**config.mk**
```make
export PLATFORM = sky130hd
export DESIGN_NAME = key_scan
export DESIGN_NICKNAME = d
export VERILOG_FILES = /design/src/rtl/key_scan.sv
export SDC_FILE = /design/constraint.sdc
export NUM_CORES = 1
export LEC_CHECK = 0
export ABC_CLOCK_PERIOD_IN_PS = 6100
export BUFFER_PORTS_ARGS = -buffer_cell sky130_fd_sc_hd__buf_4
export CELL_PAD_IN_SITES_DETAIL_PLACEMENT = 1
export CELL_PAD_IN_SITES_GLOBAL_PLACEMENT = 2
export CORE_MARGIN = 4
export CORE_UTILIZATION = 35
export DETAILED_ROUTE_END_ITERATION = 10
export GPL_TIMING_DRIVEN = 0
export PLACE_DENSITY_LB_ADDON = 0.1
export SYNTH_ARGS = -nofsm -noshare
export SYNTH_HDL_FRONTEND = slang
export SYNTH_SLANG_ARGS = --single-unit
```
**constraint.sdc**
```tcl
create_clock -name clk -period 6.1 [get_ports clk]
set_input_delay 0.305 -clock clk [delete_from_list [all_inputs] [get_ports clk]]
set_output_delay 0.305 -clock clk [all_outputs]
set_load 0.005 [all_outputs]
```
**src/rtl/key_scan.sv**
```systemverilog
// 4x4 keypad scanner: walks an active-low column strobe, samples synchronized rows,
// and publishes a 16-key active-low snapshot plus a new-press event once per frame.
module key_scan #(
  parameter int SCAN_DIV = 50_000
) (
  input  logic        clk,
  input  logic        rstn,
  input  logic        scan_en,
  input  logic [3:0]  row_in,
  output logic [3:0]  col_out,
  output logic [15:0] key_out,
  output logic        frame_done,
  output logic        key_evt,
  output logic [3:0]  key_code
);

  localparam int CNT_W = (SCAN_DIV > 1) ? $clog2(SCAN_DIV) : 1;

  logic [3:0]       row_p0;
  logic [3:0]       row_p1;
  logic [CNT_W-1:0] cnt;
  logic [1:0]       col;
  logic [11:0]      frame_buf;

  logic             slot_end;
  logic [15:0]      frame_new;
  logic [15:0]      new_press;

  function automatic logic [3:0] lowest_idx(input logic [15:0] mask);
    lowest_idx = 4'h0;
    for (int i = 15; i >= 0; i--) begin
      if (mask[i]) lowest_idx = 4'(i);
    end
  endfunction

  assign slot_end  = (cnt == CNT_W'(SCAN_DIV - 1));
  assign frame_new = {row_p1, frame_buf};
  assign new_press = key_out & ~frame_new;

  // Stage p0/p1: two-flop synchronizer for the asynchronous row pins
  always_ff @(posedge clk or negedge rstn) begin
    if (!rstn) begin
      row_p0 <= 4'b1111;
      row_p1 <= 4'b1111;
    end else begin
      row_p0 <= row_in;
      row_p1 <= row_p0;
    end
  end

  // Scan sequencer, column buffer and frame commit
  always_ff @(posedge clk or negedge rstn) begin
    if (!rstn) begin
      cnt        <= '0;
      col        <= 2'd0;
      col_out    <= 4'b1111;
      frame_buf  <= 12'hfff;
      key_out    <= 16'hffff;
      frame_done <= 1'b0;
      key_evt    <= 1'b0;
      key_code   <= 4'h0;
    end else begin
      frame_done <= 1'b0;
      key_evt    <= 1'b0;
      if (!scan_en) begin
        cnt       <= '0;
        col       <= 2'd0;
        col_out   <= 4'b1111;
        frame_buf <= 12'hfff;
      end else begin
        col_out <= ~(4'b0001 << col);
        if (slot_end) begin
          cnt <= '0;
          col <= col + 2'd1;
          case (col)
            2'd0:    frame_buf[3:0]  <= row_p1;
            2'd1:    frame_buf[7:4]  <= row_p1;
            2'd2:    frame_buf[11:8] <= row_p1;
            default: begin
              // Last column: its rows go straight into the snapshot
              key_out    <= frame_new;
              frame_done <= 1'b1;
              if (new_press != 16'h0000) begin
                key_evt  <= 1'b1;
                key_code <= lowest_idx(new_press);
              end
            end
          endcase
        end else begin
          cnt <= cnt + CNT_W'(1);
        end
      end
    end
  end

endmodule
```
==> results.md <==
- Status: completed
- CTS tree: built
- Num CTS Buffers: 9
- DP Worst Slack: 3870 ps
- YS warnings: 0
- Worst r2r src: cnt[0]
- Floorplan row count: 33
- Initial DRT Pass Iterations: 4
- Initial antenna violation count: 0
- Overall power: 0.867 mW
- HPWL after DPL: 4.75 mm
- Clock transition at path regs: 80 ps
- Register area share after synthesis: 56.1%
- Seq cells post-synth: 64
- Wire length per cell: 16.6 µm
- Clock Sinks: 64
- Crit path from: cnt[0]
- GR Overflow Total: 0
- Mapped Cells: 257
- Initial core utilization: 35.9%
- Max H-tree Level: 3
- Post-layout util: 43.1%
- Largest net degree at the start of global routing: 65
- CP Capture Point: cnt[14]
- WL final: 6.80 mm
- Cell Area, Synth: 2950 µm²
- # resized after CTS: 0
- Post-synth cell types: 38
- WS Path Type: reg -> reg
- CP startpoint kind: register
- Min Tclk post-route: 2190 ps
- # DRC: 0
- Vert. Die Dim: 99.8 µm
- GPL Wtd Cong: 0.737
- HP Class: in -> async
- DRT iter0 DRCs: 53
- Die width: 99.8 µm
- Reg2Reg Setup Slack: 3910 ps
- Via count: 2,051
- CTS Hold Bufs: 0
- Vias in the first global route: 2,214
- Unrepaired setup endpoints after global routing: false
- Remaining antenna violation count: 0
- Syn Area/Cell: 11.5 µm²
- Final hold violations: 0
- Fmax: 457 MHz
- Fin crit share: 35.9%
- Port Buf Inserts: 32
- Least-Margin Pin Slew: 820 ps
- Fillers: 920
- Worst EP arrival: 2390 ps
- Post-Syn Nets: 269
- Root buf cell: clkbuf_8
- Nets@finish: 312
- Slew Limit Headroom: 45.4%
- Full die area: 9950 µm²
- Ratio of cells with drive above 1 in the final layout: 37.0%
- R2R depth: 7
- CP endpoint kind: register
- Count of final setup violators: 0
- Synth-to-layout area growth: 20.1%
- Core area: 8220 µm²
- PwrDens: 245 nW/µm²
- Postcts setup bufs: 0
- First-pass GRT wire length: 11.6 mm
- Slew Limit Fails: 0
- Clock latency on the worst-skew pair: 350 ps
- Peak supply drop: 0.107 mV
- IO Pins: 33
- MaxCap Viol Count: 0
- Worst reg2reg endpoint: cnt[14]
- Max Clock Skew: 10.2 ps
- Pleak: 1.54 nW
- Avg Vias per Cell: 5.00
- Clk buf depth: 2
- Crit-path max FO: 10
- GR Util All Layers: 15.2%
- Critical Path RT: 6300 ps
- Final worst slack: 3910 ps
- Setup TNS: 0 ps
- Ant. Diodes: 0
==> registers in the layout, indices dropped and copies added (netlist names) <==
register    flops
key_out        16
row_p0          4
key_code        4
row_p1          4
frame_done      1
cnt            16
col_out         4
frame_buf      12
key_evt         1
col             2
==> cell usage after synthesis <==
| library cell | n | share of area, % |
|---|---|---|
| and4_4 | 1 | 0.38 |
| a2bb2oi_1 | 1 | 0.30 |
| nor4b_2 | 1 | 0.51 |
| inv_1 | 4 | 0.51 |
| xor2_1 | 9 | 2.7 |
| o31ai_1 | 3 | 0.76 |
| o311ai_0 | 1 | 0.30 |
| a41oi_1 | 1 | 0.30 |
| and4bb_2 | 1 | 0.42 |
| mux2_2 | 9 | 3.4 |
| nand3_1 | 29 | 4.9 |
| nand2b_1 | 11 | 2.3 |
| and2_1 | 2 | 0.42 |
| nand4_1 | 6 | 1.3 |
| mux2i_1 | 1 | 0.34 |
| and4_1 | 1 | 0.30 |
| buf_12 | 1 | 0.68 |
| nor4_1 | 4 | 0.85 |
| and3_1 | 3 | 0.64 |
| dfrtp_1 | 24 | 20 |
| nand2_1 | 27 | 3.4 |
| clkbuf_1 | 4 | 0.51 |
| mux2_4 | 9 | 4.6 |
| buf_6 | 2 | 0.76 |
| ha_1 | 5 | 2.1 |
| a21oi_1 | 1 | 0.17 |
| and4b_1 | 1 | 0.34 |
| nor2b_1 | 15 | 3.2 |
| o21ai_0 | 3 | 0.51 |
| nor3_1 | 1 | 0.17 |
| and3_4 | 1 | 0.38 |
| nor2_1 | 22 | 2.8 |
| buf_2 | 1 | 0.17 |
| a31oi_1 | 1 | 0.21 |
| xnor2_1 | 6 | 1.8 |
| and4bb_1 | 1 | 0.42 |
| dfstp_2 | 40 | 36 |
| a211oi_1 | 4 | 1.0 |
==> where the power goes <==
group | switching (mW) | total [mW] | internal, mW
combinational | 0.0134 | 0.0184 | 0.00506
sequential | 0.00500 | 0.437 | 0.432
clock | 0.171 | 0.412 | 0.241
total | 0.189 | 0.867 | 0.678
==> routing by layer <==
metal	track usage [%]	up-vias	part of all wire, %
met4	6.93	0	2.0
met1	18.8	1029	45
li1	-	974	-
met3	3.86	12	3.7
met2	24.7	36	50
met5	0	-	0
==> placed cells by master, fill, tap and decap left out, types with 9 or more instances in the layout <==
cell	synthesis	routed
dfrtp_1	24	24
nor2b_1	15	15
mux2_2	9	9
nor2_1	22	22
buf_4	0	32
dfstp_2	40	40
nand2b_1	11	11
xor2_1	9	9
nand3_1	29	29
nand2_1	27	27
clkbuf_8	0	10
mux2_4	9	9
==> per-stage QoR <==
step / hold slack [ps] / cell area (µm²) / cells
global placement: 346 / 3320 / 394
global route: 40.5 / 3540 / 410
detailed placement: 347 / 3320 / 394
CTS: 46.3 / 3540 / 410
floorplan: 9.41 / 2950 / 257
finish: 24.8 / 3540 / 410
==> cells by family (layout without fill, tap and decap cells) <==
family                   after synthesis  count (layout)  synth area share [%]
AO/OA/AOI/OAI                         15              15                  3.57
XOR/XNOR                              15              15                  4.46
adder cells (fa/ha/maj)                5               5                  2.12
buffers and inverters                 12              60                  2.63
flip-flops                            64              64                  56.1
multiplexers                          19              19                  8.37
AND/OR/NAND/NOR                      127             127                  22.8
==> worst max-delay path, stage by stage (launching register included) <==
cell	delay, ps
dfrtp_1	410
ha_1	200
and3_1	150
buf_2	150
nand4_1	300
nand2_1	280
clkbuf_1	430
nor2_1	130
==> layout make-up <==
| type | instances | area (µm²) | area share (%) |
|---|---|---|---|
| sequential | 64 | 1650 | 46.7 |
| clock buffer | 11 | 141 | 3.99 |
| tap | 105 | 131 | 3.71 |
| clock inverter | 5 | 80.1 | 2.26 |
| timing repair buffer | 32 | 240 | 6.79 |
| multi-input combinational | 181 | 1220 | 34.4 |
| inverter | 4 | 15.0 | 0.424 |
| buffer | 8 | 62.6 | 1.77 |
==> worst min path at each step <==
stage | endpoint | start | slack [ps]
after global placement | row_p1[0] | row_p0[0] | 350
after global routing | row_p0[0] | row_in[0] | 40
final | key_evt | rstn | 20
after detailed placement | row_p1[0] | row_p0[0] | 350
after floorplan | cnt[0] | rstn | 9
after CTS | row_p0[2] | row_in[2] | 50
No activity file was read; power rests on OpenSTA's default activity.
